==> src/rtl/branch_pkg.sv <==
// Shared encodings, comparator controls, FSM states and target arithmetic for the
// branch resolution sequencer.
package branch_pkg;

   localparam logic [2:0] OP_BEQ  = 3'd0;
   localparam logic [2:0] OP_BNE  = 3'd1;
   localparam logic [2:0] OP_BGTZ = 3'd2;
   localparam logic [2:0] OP_BLEZ = 3'd3;
   localparam logic [2:0] OP_BLTZ = 3'd4;
   localparam logic [2:0] OP_BGEZ = 3'd5;

   localparam logic [1:0] CMP_NEZ = 2'd0;
   localparam logic [1:0] CMP_GTZ = 2'd1;
   localparam logic [1:0] CMP_LTZ = 2'd2;
   localparam logic [1:0] CMP_OFF = 2'd3;

   typedef enum logic [1:0] {
      StIdle,
      StWait,
      StEval,
      StRedirect
   } br_state_e;

   // Only the two-register compares depend on rt.
   function automatic logic op_uses_rt(input logic [2:0] op);
      return (op == OP_BEQ) || (op == OP_BNE);
   endfunction

   function automatic logic [31:0] br_target_calc(input logic [31:0] pc,
                                                  input logic [15:0] imm,
                                                  input logic        taken);
      logic [31:0] seq_pc;
      logic [31:0] offset;
      seq_pc = pc + 32'd4;
      offset = {{14{imm[15]}}, imm, 2'b00};
      return taken ? (seq_pc + offset) : seq_pc;
   endfunction

endpackage

==> src/rtl/branch_ctrl_cmp.sv <==
// Shared zero/sign comparator: tests a single operand against zero under a
// two-bit control code.
module branch_ctrl_cmp
   import branch_pkg::*;
(
   input  logic [31:0] a_i,
   input  logic [1:0]  ctrl_i,
   output logic        result_o
);

   always_comb begin
      result_o = 1'b0;
      case (ctrl_i)
         CMP_NEZ: result_o = (a_i != 32'd0);
         CMP_GTZ: result_o = !a_i[31] && (a_i != 32'd0);
         CMP_LTZ: result_o = a_i[31];
         default: result_o = 1'b0;
      endcase
   end

endmodule

==> src/rtl/branch_ctrl.sv <==
// Branch resolution sequencer: accepts one branch, waits out operand hazards,
// resolves through the shared comparator and drives a multi-cycle front-end flush.
module branch_ctrl
   import branch_pkg::*;
#(
   parameter int unsigned FLUSH_CYCLES = 2,
   parameter int unsigned CNT_W        = 16
) (
   input  logic             clk,
   input  logic             reset,
   input  logic             br_valid_i,
   output logic             br_ready_o,
   input  logic [2:0]       br_op_i,
   input  logic [31:0]      br_pc_i,
   input  logic [15:0]      br_imm_i,
   input  logic [31:0]      rs_val_i,
   input  logic [31:0]      rt_val_i,
   input  logic             rs_busy_i,
   input  logic             rt_busy_i,
   input  logic             kill_i,
   output logic             resolve_valid_o,
   output logic             br_taken_o,
   output logic [31:0]      br_target_o,
   output logic             br_illegal_o,
   output logic             flush_o,
   output logic [CNT_W-1:0] taken_cnt_o,
   output logic [CNT_W-1:0] ntaken_cnt_o
);

   localparam int unsigned FcW = (FLUSH_CYCLES > 1) ? $clog2(FLUSH_CYCLES) : 1;
   localparam logic [FcW-1:0] FcLoad = FcW'(FLUSH_CYCLES - 1);

   br_state_e        state_q, state_d;
   logic [2:0]       op_q, op_d;
   logic [31:0]      pc_q, pc_d;
   logic [15:0]      imm_q, imm_d;
   logic [31:0]      rs_q, rs_d;
   logic [31:0]      rt_q, rt_d;
   logic [FcW-1:0]   fcnt_q, fcnt_d;
   logic             resolve_valid_q, resolve_valid_d;
   logic             taken_q, taken_d;
   logic [31:0]      target_q, target_d;
   logic             illegal_q, illegal_d;
   logic             flush_q, flush_d;
   logic [CNT_W-1:0] taken_cnt_q, taken_cnt_d;
   logic [CNT_W-1:0] ntaken_cnt_q, ntaken_cnt_d;

   logic [31:0] cmp_a;
   logic [1:0]  cmp_ctrl;
   logic        cmp_result;
   logic        eval_illegal;
   logic        eval_invert;
   logic        eval_taken;
   logic        idle_busy;
   logic        wait_busy;

   branch_ctrl_cmp u_cmp (
      .a_i      (cmp_a),
      .ctrl_i   (cmp_ctrl),
      .result_o (cmp_result)
   );

   // Comparator operand/control come only from the captured branch registers.
   always_comb begin
      cmp_a    = rs_q;
      cmp_ctrl = CMP_OFF;
      case (op_q)
         OP_BEQ, OP_BNE: begin
            cmp_a    = rs_q - rt_q;
            cmp_ctrl = CMP_NEZ;
         end
         OP_BGTZ, OP_BLEZ: cmp_ctrl = CMP_GTZ;
         OP_BLTZ, OP_BGEZ: cmp_ctrl = CMP_LTZ;
         default:          cmp_ctrl = CMP_OFF;
      endcase
   end

   assign eval_illegal = (op_q > OP_BGEZ);
   assign eval_invert  = (op_q == OP_BEQ) || (op_q == OP_BLEZ) || (op_q == OP_BGEZ);
   assign eval_taken   = !eval_illegal && (cmp_result ^ eval_invert);

   assign idle_busy = rs_busy_i || (op_uses_rt(br_op_i) && rt_busy_i);
   assign wait_busy = rs_busy_i || (op_uses_rt(op_q) && rt_busy_i);

   always_comb begin
      state_d         = state_q;
      op_d            = op_q;
      pc_d            = pc_q;
      imm_d           = imm_q;
      rs_d            = rs_q;
      rt_d            = rt_q;
      fcnt_d          = fcnt_q;
      resolve_valid_d = 1'b0;
      taken_d         = taken_q;
      target_d        = target_q;
      illegal_d       = illegal_q;
      flush_d         = 1'b0;
      taken_cnt_d     = taken_cnt_q;
      ntaken_cnt_d    = ntaken_cnt_q;

      unique case (state_q)
         StIdle: begin
            if (br_valid_i && !kill_i) begin
               op_d    = br_op_i;
               pc_d    = br_pc_i;
               imm_d   = br_imm_i;
               rs_d    = rs_val_i;
               rt_d    = rt_val_i;
               state_d = idle_busy ? StWait : StEval;
            end
         end
         StWait: begin
            if (kill_i) begin
               state_d = StIdle;
            end else begin
               // Keep tracking forwarded values; the clear cycle's copy is the one used.
               rs_d = rs_val_i;
               rt_d = rt_val_i;
               if (!wait_busy) begin
                  state_d = StEval;
               end
            end
         end
         StEval: begin
            if (kill_i) begin
               state_d = StIdle;
            end else begin
               resolve_valid_d = 1'b1;
               taken_d         = eval_taken;
               illegal_d       = eval_illegal;
               target_d        = br_target_calc(pc_q, imm_q, eval_taken);
               if (eval_taken) begin
                  if (taken_cnt_q != {CNT_W{1'b1}}) begin
                     taken_cnt_d = taken_cnt_q + CNT_W'(1);
                  end
                  flush_d = 1'b1;
                  fcnt_d  = FcLoad;
                  state_d = StRedirect;
               end else begin
                  if (ntaken_cnt_q != {CNT_W{1'b1}}) begin
                     ntaken_cnt_d = ntaken_cnt_q + CNT_W'(1);
                  end
                  state_d = StIdle;
               end
            end
         end
         StRedirect: begin
            if (kill_i || (fcnt_q == '0)) begin
               state_d = StIdle;
            end else begin
               fcnt_d  = fcnt_q - FcW'(1);
               flush_d = 1'b1;
            end
         end
         default: state_d = StIdle;
      endcase
   end

   always_ff @(posedge clk) begin
      if (reset) begin
         state_q         <= StIdle;
         op_q            <= 3'd0;
         pc_q            <= 32'd0;
         imm_q           <= 16'd0;
         rs_q            <= 32'd0;
         rt_q            <= 32'd0;
         fcnt_q          <= '0;
         resolve_valid_q <= 1'b0;
         taken_q         <= 1'b0;
         target_q        <= 32'd0;
         illegal_q       <= 1'b0;
         flush_q         <= 1'b0;
         taken_cnt_q     <= '0;
         ntaken_cnt_q    <= '0;
      end else begin
         state_q         <= state_d;
         op_q            <= op_d;
         pc_q            <= pc_d;
         imm_q           <= imm_d;
         rs_q            <= rs_d;
         rt_q            <= rt_d;
         fcnt_q          <= fcnt_d;
         resolve_valid_q <= resolve_valid_d;
         taken_q         <= taken_d;
         target_q        <= target_d;
         illegal_q       <= illegal_d;
         flush_q         <= flush_d;
         taken_cnt_q     <= taken_cnt_d;
         ntaken_cnt_q    <= ntaken_cnt_d;
      end
   end

   assign br_ready_o      = (state_q == StIdle);
   assign resolve_valid_o = resolve_valid_q;
   assign br_taken_o      = taken_q;
   assign br_target_o     = target_q;
   assign br_illegal_o    = illegal_q;
   assign flush_o         = flush_q;
   assign taken_cnt_o     = taken_cnt_q;
   assign ntaken_cnt_o    = ntaken_cnt_q;

endmodule

==> config.mk <==
export PLATFORM = sky130hd
export DESIGN_NAME = branch_ctrl
export DESIGN_NICKNAME = d
export VERILOG_FILES = /design/src/rtl/branch_pkg.sv /design/src/rtl/branch_ctrl_cmp.sv /design/src/rtl/branch_ctrl.sv
export SDC_FILE = /design/constraint.sdc
export NUM_CORES = 1
export LEC_CHECK = 0
export BUFFER_PORTS_ARGS = -buffer_cell sky130_fd_sc_hd__buf_2
export CAP_MARGIN = 20
export CORE_ASPECT_RATIO = 0.6
export CORE_UTILIZATION = 50
export DETAILED_ROUTE_END_ITERATION = 8
export HOLD_SLACK_MARGIN = 0.02
export PLACE_DENSITY = 0.72
export SETUP_SLACK_MARGIN = 0.05
export SYNTH_ARGS = -nofsm -noshare
export SYNTH_HDL_FRONTEND = slang
export SYNTH_SLANG_ARGS = --single-unit
==> constraint.sdc <==
create_clock -name clk -period 4.5 [get_ports clk]
set_clock_uncertainty 0.15 [all_clocks]
set_input_delay 0.45 -clock clk [delete_from_list [all_inputs] [get_ports clk]]
set_output_delay 0.45 -clock clk [all_outputs]
set_load 0.02 [all_outputs]
==> results of run 1 <==
[registers in the layout, summed over array words and instances (netlist names), 3 cells and up]
| register | flops |
|---|---|
| br_target_o | 32 |
| imm_q | 16 |
| pc_q | 32 |
| rt_q | 32 |
| ntaken_cnt_o | 16 |
| taken_cnt_o | 16 |
| op_q | 3 |
| rs_q | 32 |
[final cells by class]
| class | instances | share of cell area, % |
|---|---|---|
| clock buffers | 17 | 2.890 |
| flip-flops and latches | 186 | 25.33 |
| diodes | 2 | 0.03400 |
| inverters | 55 | 1.403 |
| well taps | 308 | 2.618 |
| clock inverters | 13 | 1.462 |
| multi-input cells | 1152 | 52.15 |
| repair buffers | 323 | 14.11 |
[power by group through the flow]
stage	logic [W]	registers (W)	clock network, W
final	0.00138	0.00179	0.00169
after global routing	0.00149	0.00180	0.00177
after CTS	0.00129	0.00178	0.00170
after detailed placement	0.00124	0.00182	0
after global placement	0.00123	0.00182	0
after floorplan	0.000838	0.00182	0
[stage by stage]
step | instances | total power (W)
5_1_grt | 2055 | 0.005061
3_3_place_gp | 1991 | 0.003044
6_report | 2056 | 0.004854
2_1_floorplan | 1473 | 0.002655
3_5_place_dp | 1991 | 0.003059
4_1_cts | 2033 | 0.004769
[worst min-delay path by stage]
stage                                             end  slack (ns)  depth (start not counted)
after floorplan           br_target_o[0]$_SDFFE_PP0P_        0.28                          2
after global placement    br_target_o[1]$_SDFFE_PP0P_        0.29                          2
after detailed placement  br_target_o[1]$_SDFFE_PP0P_        0.29                          2
after CTS                        rt_q[6]$_SDFFE_PP0P_        0.08                          3
after global routing            rt_q[13]$_SDFFE_PP0P_        0.08                          3
final                           rt_q[12]$_SDFFE_PP0P_        0.09                          3
[cells by family (layout without fill, tap and decap cells)]
family	count (synthesis)	after routing
flops	186	186
mux	37	37
simple gates	558	558
xor+xnor	77	77
buf+inv	135	408
fa+ha+maj	65	65
other cells	0	2
compound gates	415	415
[timing repair]
action,CTS,global route
pin swaps,26,46
setup buffers,10,22
setup endpoints to repair,66,67
cloned,2,1
resized for setup,48,59
[layer usage]
| layer | up-vias | track usage, % | share of wire (%) |
|---|---|---|---|
| li1 | 5725 | - | - |
| met1 | 5426 | 48.82 | 51 |
| met2 | 498 | 39.63 | 39 |
| met3 | 26 | 6.136 | 9.0 |
| met4 | 2 | 5.371 | 0.83 |
| met5 | - | 0 | 0.033 |
[synthesized netlist by cell type (4+ instances only)]
library cell  count
a211o_1           6
o31ai_1           7
buf_6             6
buf_1             5
xnor2_1          57
and4_1            4
dfxtp_1         186
nand3b_1          4
nor2_1           71
and3_1           21
o41ai_1          10
mux2_2            6
nand3_1          38
mux2i_1          26
inv_1            55
nand2b_1         12
a21oi_1         205
nor4_1           15
nand2_1         289
o21a_1           13
or2_2             5
a31o_2            6
o21ai_0          62
nand4_1          23
mux2_1            5
nor3_1           19
and2_1            6
a21o_1           29
or3_1             5
nor2b_1          19
a211oi_1          9
xor2_1           20
o211ai_1          6
o21bai_1          9
or4_1             7
ha_1             63
clkbuf_1         65
o311ai_1          4
o31a_1            4
a31oi_1           8
buf_2             4
[worst max-delay path: cells and delay by family, from the launching register on]
| kind | cells | cell delay, ns |
|---|---|---|
| AOI/OAI and AO/OA | 7 | 1.83 |
| xor gates and xnor gates | 1 | 0.16 |
| adders and majority gates | 2 | 0.49 |
| buffers and inverters | 3 | 0.36 |
| DFF | 1 | 0.34 |
| muxes | 1 | 0.32 |
| and+or+nand+nor | 5 | 1.11 |
==> summary.md, run 1 <==
| Metric | Value |
|---|---|
| Max VDD drop | 0.2465 mV |
| Detailed-route wire length per cell | 17.57 um |
| Core Footprint | 22180 sq um |
| Worst skew pair latency | 0.44 ns |
| Layout cells sized above 1 | 26.69% |
| Post-synthesis net count | 1659 |
| DRT Pass-1 Iters | 5 |
| GPL Wtd Cong | 0.9907 |
| Shortest period the worst path allows | 4.858 ns |
| Ys async rst share | 0% |
| Clk slew on worst S/H paths | 0.07 ns |
| Final Cycle Share | 108.0% |
| Power per Cell Area | 329.8 nW/um^2 |
| Most frequent cells in the layout | 287 x nand2_1, 194 x a21oi_1, 188 x buf_2, 182 x dfxtp_1, 115 x buf_4 |
| EDFF count, synth | 0 |
| Starting Density | 51.18% |
| Slowest stage cell on the critical path | or4_4 |
| Vias | 11.68k |
| Synthesized cell area | 11350 sq um |
| CP most frequent cell | a211o_1 |
| Die H | 118.7 um |
| CP max stage delay | 0.49 ns |
| Status | complete, but fails checks |
| Crit Path Max Fanout | 5 |
| Die width | 196.5 um |
| Multi-input gate area | 7676 sq um |
| Clk buf depth | 2 |
| Register-to-Register Path Depth | 19 |
| Unrepaired setup endpoints after global routing | yes |
| Hold Worst Slack | 0.09042 ns |
| Sequential Power Share | 36.8% |
| Hold-fix buffers, CTS | 0 |
| Top_reg_cell synth | dfxtp_1 |
| Cell Area, Placed | 13260 sq um |
| Grt ovf | 0 |
| Worst setup startpoint | rs_q[0]$_SDFFE_PP0P_ |
| IO Count | 190 |
| Design area | 14720 sq um |
| Overall Global Routing Usage | 30.08% |
| CP arrival | 5.04 ns |
| Iter 0 DRT Violations | 1064 |
| Reg-to-reg startpoint | rs_q[0]$_SDFFE_PP0P_ |
| P_leak | 6.370 nW |
| Fin. max-slew vios | 0 |
| CP Cell Sequence | inv_2, ha_4, fa_2, nand2b_4, a21o_1, a211o_1, a2111oi_4, o41ai_2, xnor2_1, or4_4, a211o_1, a2111o_1, o22ai_2, nand2_4, buf_12, nor3_4, buf_6, nand4_1, mux2_4 |
| Int Pwr | 0.003313 W |
| Crit path to | ntaken_cnt_o[7]$_SDFFE_PP0P_ |
| Sw frac | 31.74% |
| Fin nets | 1921 |
| Part of the power in the clock network | 34.8% |
| Post-synth top area share | 32.80% |
| Post-synthesis compound-gate area fraction | 22.57% |
| CTS tree | yes |
| Most common cell after layout, fill and taps aside | nand2_1 |
| Largest net degree at the start of global routing | 65 |
| Htree depth | 4 |
| Headroom to the max-slew limit | 27.39% |
| First-pass GRT wire length | 55900 um |
| Crit. End Element | flop |
| Final Setup Violations | 66 |
| Crit path required time | 4.68 ns |
| Setup WS post-layout | -0.3579 ns |
| CTS sink count | 186 |
| Reg2reg setup slack | -0.36 ns |
| HPWL after DPL | 25880 um |
| Largest family of logic cells by synthesized area | simple AND/OR/NAND/NOR gates |
| Post-synthesis simple-gate area fraction | 23.09% |
| Yosys warns | 0 |
| Vias/cell | 5.679 |
| Initial antenna violation count | 3 |
| Final ANT Viol Nets | 0 |
| Area contributors post-synth | dfxtp_1 33%, nand2_1 9.6%, a21oi_1 9.0% |
| Synth Area in XOR/XNOR | 5.941% |
| RR Endpoint | ntaken_cnt_o[7]$_SDFFE_PP0P_ |
| Mux cell area share after synthesis | 3.384% |
| Cells after Synth | 1473 |
| Num rows | 42 |
| Total negative slack | -14.93 ns |
| Cell taking the most area after synthesis | dfxtp_1 |
| Register bit total from synthesis | 186 |
| Max Cap Viol | 0 |
| Crit path kind | reg2reg |
| Port bufs | 189 |
| Violated checks | setup timing |
| Layout area overhead | 29.67% |
| Seq/Total Area, Yosys | 32.80% |
| Worst Setup Start Kind | flop |
| Root Driver | clkbuf_16 |
| Storage element area | 3729 sq um |
| Hold crit path type | in2reg |
| Combinational power share | 28.4% |
| FILL cells | 1944 |
| Least-Margin Pin Slew | 1.082 ns |
| Post-synth cell types | 83 |
| Final hold vios | 0 |
| Post-route DRC | 0 |
| Pre-CTS WS | -0.2874 ns |
| Net Sw Power | 0.001541 W |
| Drt total wl | 36130 um |
| Final core occ | 66.37% |
| Vias in the first global route | 10.48k |
| Post-synthesis adder-cell area fraction | 7.297% |
| CTS buffer count | 17 |
| Min-Delay Startpoint | rt_val_i[12] |
| Peak Freq | 205.8 MHz |
| Die area | 23330 sq um |
| Mapped Avg Cell Area | 7.706 sq um |
(Power assumes the default switching activity.)
==> run 2: changes to the inputs <==
--- a/config.mk
+++ b/config.mk
@@ -15,4 +15,5 @@
 export SETUP_SLACK_MARGIN = 0.05
 export SYNTH_ARGS = -nofsm -noshare
 export SYNTH_HDL_FRONTEND = slang
+export SYNTH_HIERARCHICAL = 1
 export SYNTH_SLANG_ARGS = --single-unit
==> summary.md, run 2 <==
| Metric | Value |
|---|---|
| Power per Cell Area | 374.9 nW/um^2 |
| Drt total wl | 37410 um |
| Placed Cells | 2105 |
| Largest net degree at the start of global routing | 69 |
| Post-synthesis net count | 1761 |
| Yosys warns | 6 |
| Fin. max-slew vios | 0 |
| Crit Path Max Fanout | 5 |
| Cell taking the most area after synthesis | dfxtp_1 |
| Crit. End Element | flop |
| Port bufs | 189 |
| Area contributors post-synth | dfxtp_1 32%, nand2_1 12%, a21oi_1 8.7% |
| Least-Margin Pin Slew | 1.083 ns |
| GPL Wtd Cong | 0.9704 |
| Register bit total from synthesis | 186 |
| Starting Density | 51.48% |
| CP arrival | 5.18 ns |
| Post-synth cell types | 60 |
| Hold crit path type | in2reg |
| Most common cell after layout, fill and taps aside | nand2_1 |
| Total Power | 0.005581 W |
| Met2 GRT Util | 40.14% |
| CTS buffer count | 17 |
| Shortest period the worst path allows | 5.000 ns |
| Top_reg_cell synth | dfxtp_1 |
| Peak Freq | 200.0 MHz |
| Total negative slack | -17.81 ns |
| Count leader, synth | nand2_1 |
| Num rows | 42 |
| Detailed-route wire length per cell | 17.25 um |
| Hold-fix buffers, CTS | 0 |
| Clk buf depth | 2 |
| Pre-CTS WS | -0.6924 ns |
| Max VDD drop | 0.3030 mV |
| EDFF count, synth | 0 |
| Die H | 119.3 um |
| Part of the power in the clock network | 29.7% |
| Mapped Avg Cell Area | 7.315 sq um |
| Ys async rst share | 0% |
| Sequential Power Share | 33.0% |
| Final Cycle Share | 111.1% |
| Post-route DRC | 0 |
| Max Cap Viol | 0 |
| Fin cells | 2168 |
| Combinational power share | 37.3% |
| Htree depth | 4 |
| Final core occ | 66.82% |
| IO Count | 190 |
| Initial antenna violation count | 1 |
| Final Setup Violations | 66 |
| Root Driver | clkbuf_16 |
| Status | complete, but fails checks |
| Headroom to the max-slew limit | 27.80% |
| Cells after Synth | 1568 |
| Final ANT Viol Nets | 0 |
| DRT Pass-1 Iters | 5 |
| Seq/Total Area, Yosys | 32.46% |
| Violated checks | setup timing |
| Clk slew on worst S/H paths | 0.07 ns |
| Post-synth top area share | 32.46% |
| Synthesized cell area | 11470 sq um |
| Met1 usage | 48.44% |
| Vias in the first global route | 10.92k |
| Unrepaired setup endpoints after global routing | yes |
| Core Footprint | 22280 sq um |
| Antenna fix cells | 0 |
| P_leak | 6.467 nW |
| Layout cells sized above 1 | 24.73% |
| Int Pwr | 0.003639 W |
| Crit path required time | 4.68 ns |
| Worst skew pair latency | 0.46 ns |
| Vias/cell | 5.649 |
| Iter 0 DRT Violations | 1023 |
| Met3 usage | 9.402% |
| Setup WS post-layout | -0.5000 ns |
| Fin nets | 2040 |
| Die area | 23570 sq um |
| Gr busiest metal | met1 |
| CTS tree | yes |
| Crit path kind | reg2reg |
| Final hold vios | 0 |
| Most frequent cells in the layout | 362 x nand2_1, 191 x a21oi_1, 188 x buf_2, 184 x dfxtp_1, 125 x buf_4 |
| Sw frac | 34.79% |
| Net Sw Power | 0.001942 W |
| Die width | 197.5 um |
| Vias | 12.25k |
| Top cells by count, synth | 373 x nand2_1, 199 x a21oi_1, 186 x dfxtp_1 |
| First-pass GRT wire length | 57580 um |
| Worst Setup Start Kind | flop |
| Grt ovf | 0 |
| CTS sink count | 186 |
| Layout area overhead | 29.81% |
| HPWL after DPL | 27050 um |
| Overall Global Routing Usage | 31.13% |
-- run 2: changes by cell type in the layout (fill, tap and decap cells not counted), sizes merged, moves of 11 or more --
cell,change
xor2,+25
a311oi,+12
nor2,+30
and3,+11
nand2,+82
buf,+18
mux2i,-21
-- run 2: worst max-delay path, stage by stage (launching register included) --
cell,delay [ns]
dfxtp_2,0.34
inv_2,0.04
ha_4,0.15
fa_2,0.37
nor2b_4,0.15
o21bai_4,0.09
a21oi_2,0.19
nor3_2,0.08
or4b_4,0.51
buf_6,0.14
a21o_1,0.19
nand4_1,0.09
nand3_1,0.10
nor4_2,0.27
nand4_1,0.12
o31a_1,0.28
xor2_2,0.21
mux2_4,0.35
a211oi_4,0.18
buf_4,0.16
buf_6,0.10
nand2_4,0.05
nor2_4,0.16
and3_4,0.22
xnor2_2,0.11
nor2_1,0.05
-- run 2: stage by stage --
stage / hold WS (ns) / instance area [sq um]
2_1_floorplan: 0.2821 / 11520
3_3_place_gp: 0.2878 / 13510
3_5_place_dp: 0.2923 / 13510
4_1_cts: 0.05678 / 14480
5_1_grt: 0.07500 / 14890
6_report: 0.06907 / 14890
-- run 2: cell type report --
type / instances / area (sq um)
Clock inverter: 13 / 191.4
Timing Repair Buffer: 341 / 2297
Tap cell: 308 / 385.4
Multi-Input combinational cell: 1249 / 7651
Clock buffer: 19 / 442.9
Fill cell: 1975 / 7392
Inverter: 52 / 195.2
Sequential cell: 186 / 3726
-- run 2: cells by family after synthesis --
| family | count (synthesis) | synth area share, % |
|---|---|---|
| buffers and inverters | 133 | 4.396 |
| AOI/OAI and AO/OA | 419 | 21.98 |
| and+or+nand+nor | 655 | 25.11 |
| muxes | 6 | 0.5345 |
| xor gates and xnor gates | 97 | 7.527 |
| DFF | 186 | 32.46 |
| adders and majority gates | 72 | 7.985 |
-- run 2: power by group through the flow --
stage / clock network [W] / logic [W] / registers, W
after CTS: 0.00167 / 0.00189 / 0.00184
after floorplan: 0 / 0.00110 / 0.00188
final: 0.00166 / 0.00208 / 0.00184
after global routing: 0.00174 / 0.00226 / 0.00185
after global placement: 0 / 0.00171 / 0.00187
after detailed placement: 0 / 0.00174 / 0.00188
-- run 2: repair_timing --
action | CTS | global route
buffers inserted | 16 | 16
pin swaps | 36 | 37
endpoints found under the setup margin | 67 | 67
cloned | 2 | 2
resized for setup | 50 | 62
endpoints found under the hold margin | 0 | 0
-- run 2: worst paths after layout --
| path | from | end | slack (ns) | cells past startpoint |
|---|---|---|---|---|
| max | rs_q[0]$_SDFFE_PP0P_ | taken_cnt_o[10]$_SDFFE_PP0P_ | -0.50 | 25 |
| min | rs_val_i[12] | rs_q[12]$_SDFFE_PP0P_ | 0.07 | 3 |
| max reg2reg | rs_q[0]$_SDFFE_PP0P_ | taken_cnt_o[10]$_SDFFE_PP0P_ | -0.50 | 25 |
| min reg2reg | br_target_o[0]$_SDFFE_PP0P_ | br_target_o[0]$_SDFFE_PP0P_ | 0.30 | 2 |
-- run 2: routing by layer --
layer / part of all wire, % / routed length [um]
met2: 38 / 14100
met5: 0.043 / 16
met3: 9.8 / 3682
met4: 1.4 / 539
met1: 51 / 19070
==> run 3: changes to the inputs <==
--- a/config.mk
+++ b/config.mk
@@ -5,13 +5,14 @@
 export SDC_FILE = /design/constraint.sdc
 export NUM_CORES = 1
 export LEC_CHECK = 0
+export ABC_AREA = 1
 export BUFFER_PORTS_ARGS = -buffer_cell sky130_fd_sc_hd__buf_2
 export CAP_MARGIN = 20
 export CORE_ASPECT_RATIO = 0.6
 export CORE_UTILIZATION = 50
 export DETAILED_ROUTE_END_ITERATION = 8
 export HOLD_SLACK_MARGIN = 0.02
-export PLACE_DENSITY = 0.72
+export PLACE_DENSITY = 0.71
 export SETUP_SLACK_MARGIN = 0.05
 export SYNTH_ARGS = -nofsm -noshare
 export SYNTH_HDL_FRONTEND = slang
==> summary.md, run 3 <==
| Metric | Value |
|---|---|
| Post-synth cell types | 47 |
| Layout cells sized above 1 | 12.43% |
| Post-synthesis adder-cell area fraction | 7.121% |
| Count leader, synth | nand2_1 |
| Max VDD drop | 0.3416 mV |
| Area contributors post-synth | dfxtp_1 29%, nand2_1 17%, nor2_1 9.1% |
| Final Setup Violations | 0 |
| P_leak | 7.209 nW |
| CTS tree | yes |
| Fin. max-slew vios | 0 |
| IO Count | 190 |
| Die width | 209.1 um |
| Post-synthesis simple-gate area fraction | 34.44% |
| CTS buffer count | 17 |
| Largest net degree at the start of global routing | 97 |
| Vias/cell | 5.423 |
| Power per Cell Area | 380.5 nW/um^2 |
| CP max stage delay | 0.34 ns |
| CTS sink count | 186 |
| HPWL after DPL | 35390 um |
| Starting Density | 50.87% |
| Final Cycle Share | 92.82% |
| Reg2reg setup slack | 0.32 ns |
| Met2 GRT Util | 41.71% |
| Hold crit path type | in2reg |
| Num rows | 45 |
| Mapped Avg Cell Area | 6.095 sq um |
| Least-Margin Pin Slew | 1.019 ns |
| Post-route DRC | 0 |
| CP most frequent cell | nand2_1 |
| Core Footprint | 25280 sq um |
| Unrepaired setup endpoints after global routing | no |
| Initial antenna violation count | 1 |
| Final hold vios | 0 |
| Clk buf depth | 2 |
| Most frequent cells in the layout | 562 x nand2_1, 311 x nor2_1, 251 x inv_1, 189 x buf_2, 186 x dfxtp_1 |
| Met3 usage | 8.155% |
| Mux cell area share after synthesis | 0% |
| Vias in the first global route | 12.26k |
| Hold Path Cell Cnt | 3 |
| Min-Delay Startpoint | br_pc_i[19] |
| Die area | 26390 sq um |
| Layout area overhead | 15.16% |
| Cells after Synth | 2110 |
| Synth Area in XOR/XNOR | 3.600% |
| Htree depth | 4 |
| Largest family of logic cells by synthesized area | simple AND/OR/NAND/NOR gates |
| Post-synthesis compound-gate area fraction | 16.12% |
| Port bufs | 189 |
| Final ANT Viol Nets | 0 |
| Vias | 14.21k |
| GPL Wtd Cong | 1.004 |
| Final core occ | 58.58% |
| Shortest period the worst path allows | 4.177 ns |
| Total negative slack | 0 ns |
| EDFF count, synth | 0 |
| Drt total wl | 44790 um |
| Slowest stage cell on the critical path | ha_1 |
| Antenna fix cells | 0 |
| Overall Global Routing Usage | 33.98% |
| Reg-to-reg startpoint | rt_q[14]$_SDFFE_PP0P_ |
| Crit Path Max Fanout | 11 |
| RR Endpoint | br_target_o[13]$_SDFFE_PP0P_ |
| Register bit total from synthesis | 186 |
| Peak Freq | 239.4 MHz |
| Grt ovf | 0 |
| Root Driver | clkbuf_16 |
| Worst Setup Start Kind | flop |
| Ys async rst share | 0% |
| Worst skew pair latency | 0.46 ns |
| Crit path required time | 4.75 ns |
| Hold Path End | pc_q[19]$_SDFFE_PP0P_ |
| Iter 0 DRT Violations | 1466 |
| Total Power | 0.005635 W |
| First-pass GRT wire length | 68890 um |
| Headroom to the max-slew limit | 31.99% |
| Post-synthesis net count | 2303 |
| Status | finished clean |
| CP arrival | 4.43 ns |
| Post-synth top area share | 28.95% |
| Crit path kind | reg2reg |
| Yosys warns | 6 |
| Top_reg_cell synth | dfxtp_1 |
| Clk slew on worst S/H paths | 0.07 ns |
| Die H | 126.2 um |
| Seq/Total Area, Yosys | 28.95% |
| Most common cell after layout, fill and taps aside | nand2_1 |
| Max Cap Viol | 0 |
| Hold-fix buffers, CTS | 0 |
| Gr busiest metal | met1 |
| Fin nets | 2472 |
| DRT Pass-1 Iters | 6 |
| Crit. End Element | flop |
| Top cells by count, synth | 569 x nand2_1, 312 x nor2_1, 253 x inv_1 |
| Met1 usage | 56.43% |
| Synthesized cell area | 12860 sq um |
| Cell taking the most area after synthesis | dfxtp_1 |
| Detailed-route wire length per cell | 17.09 um |
| Register-to-Register Path Depth | 28 |
==> run 3: cell types whose count changed after synthesis, moves of 17 or more <==
cell,before,now
a21oi_1,199,174
a21o_1,31,2
nor2_1,101,312
nand2_1,373,569
xnor2_1,51,19
o21ai_0,69,184
and3_1,32,2
a211oi_1,18,1
nand3_1,46,104
inv_1,52,253
clkbuf_1,72,46
==> run 3: report_power, final <==
group	leakage [nW]	switching, W	internal, W
Combinational	5.39	0.00146	0.000716
Sequential	1.52	0.000117	0.00178
Clock	0.294	0.000720	0.000846
Total	7.21	0.00229	0.00334
==> run 3: worst max-delay path: cells and delay by family (launching register included) <==
family / cells / cell delay, ns
buffers and inverters: 6 / 0.78
AND/OR/NAND/NOR: 13 / 1.25
adder cells (fa/ha/maj): 1 / 0.34
flip-flops: 1 / 0.32
XOR/XNOR: 2 / 0.39
AO/OA/AOI/OAI: 6 / 0.86
==> run 3: area by class of cell <==
class                           count  area [sq um]
Clock buffer                       18         439.2
Clock inverter                     14         158.9
Fill cell                        2625         10470
Inverter                          258         982.2
Multi-Input combinational cell   1601          7926
Sequential cell                   186          3724
Tap cell                          329         411.6
Timing Repair Buffer              215          1169
==> run 3: cell families (layout without fill, tap and decap cells) <==
logic type      after synthesis  in the layout
compound gates              397            397
xor+xnor                     52             52
fa+ha+maj                    72             72
buf+inv                     323            505
flops                       186            186
simple gates               1080           1080
==> run 3: worst max-delay path by stage <==
stage | from | end | slack [ns] | depth (start not counted)
after CTS | rs_q[0]$_SDFFE_PP0P_ | taken_cnt_o[3]$_SDFFE_PP0P_ | 0.13 | 27
final | rt_q[14]$_SDFFE_PP0P_ | br_target_o[13]$_SDFFE_PP0P_ | 0.32 | 28
after detailed placement | rs_q[0]$_SDFFE_PP0P_ | taken_cnt_o[2]$_SDFFE_PP0P_ | 0.16 | 26
after floorplan | rs_q[0]$_SDFFE_PP0P_ | taken_cnt_o[3]$_SDFFE_PP0P_ | 0.81 | 30
after global routing | rs_q[0]$_SDFFE_PP0P_ | ntaken_cnt_o[2]$_SDFFE_PP0P_ | 0.06 | 29
after global placement | rs_q[0]$_SDFFE_PP0P_ | taken_cnt_o[3]$_SDFFE_PP0P_ | 0.27 | 27
==> run 3: layer usage <==
| layer | wire, um | up-vias | share of wire [%] |
|---|---|---|---|
| li1 | - | 7093 | - |
| met1 | 23740 | 6439 | 53 |
| met2 | 15730 | 643 | 35 |
| met3 | 4764 | 36 | 11 |
| met4 | 543 | 2 | 1.2 |
| met5 | 18 | - | 0.040 |
==> run 3: per-stage QoR <==
step                instance area, sq um  cells  setup slack, ns  hold WS [ns]
global placement                   14090   2582           0.2658        0.2943
global route                       14810   2621          0.05691       0.08869
CTS                                14710   2615           0.1311       0.08016
finish                             14810   2621           0.3230       0.09314
floorplan                          12860   2110           0.8092        0.2831
detailed placement                 14110   2583           0.1575        0.3065
==> run 3: repair_timing <==
item                                    CTS  global route
setup buffers                             0             6
endpoints found under the setup margin    0            66
gates resized for setup                   0            20
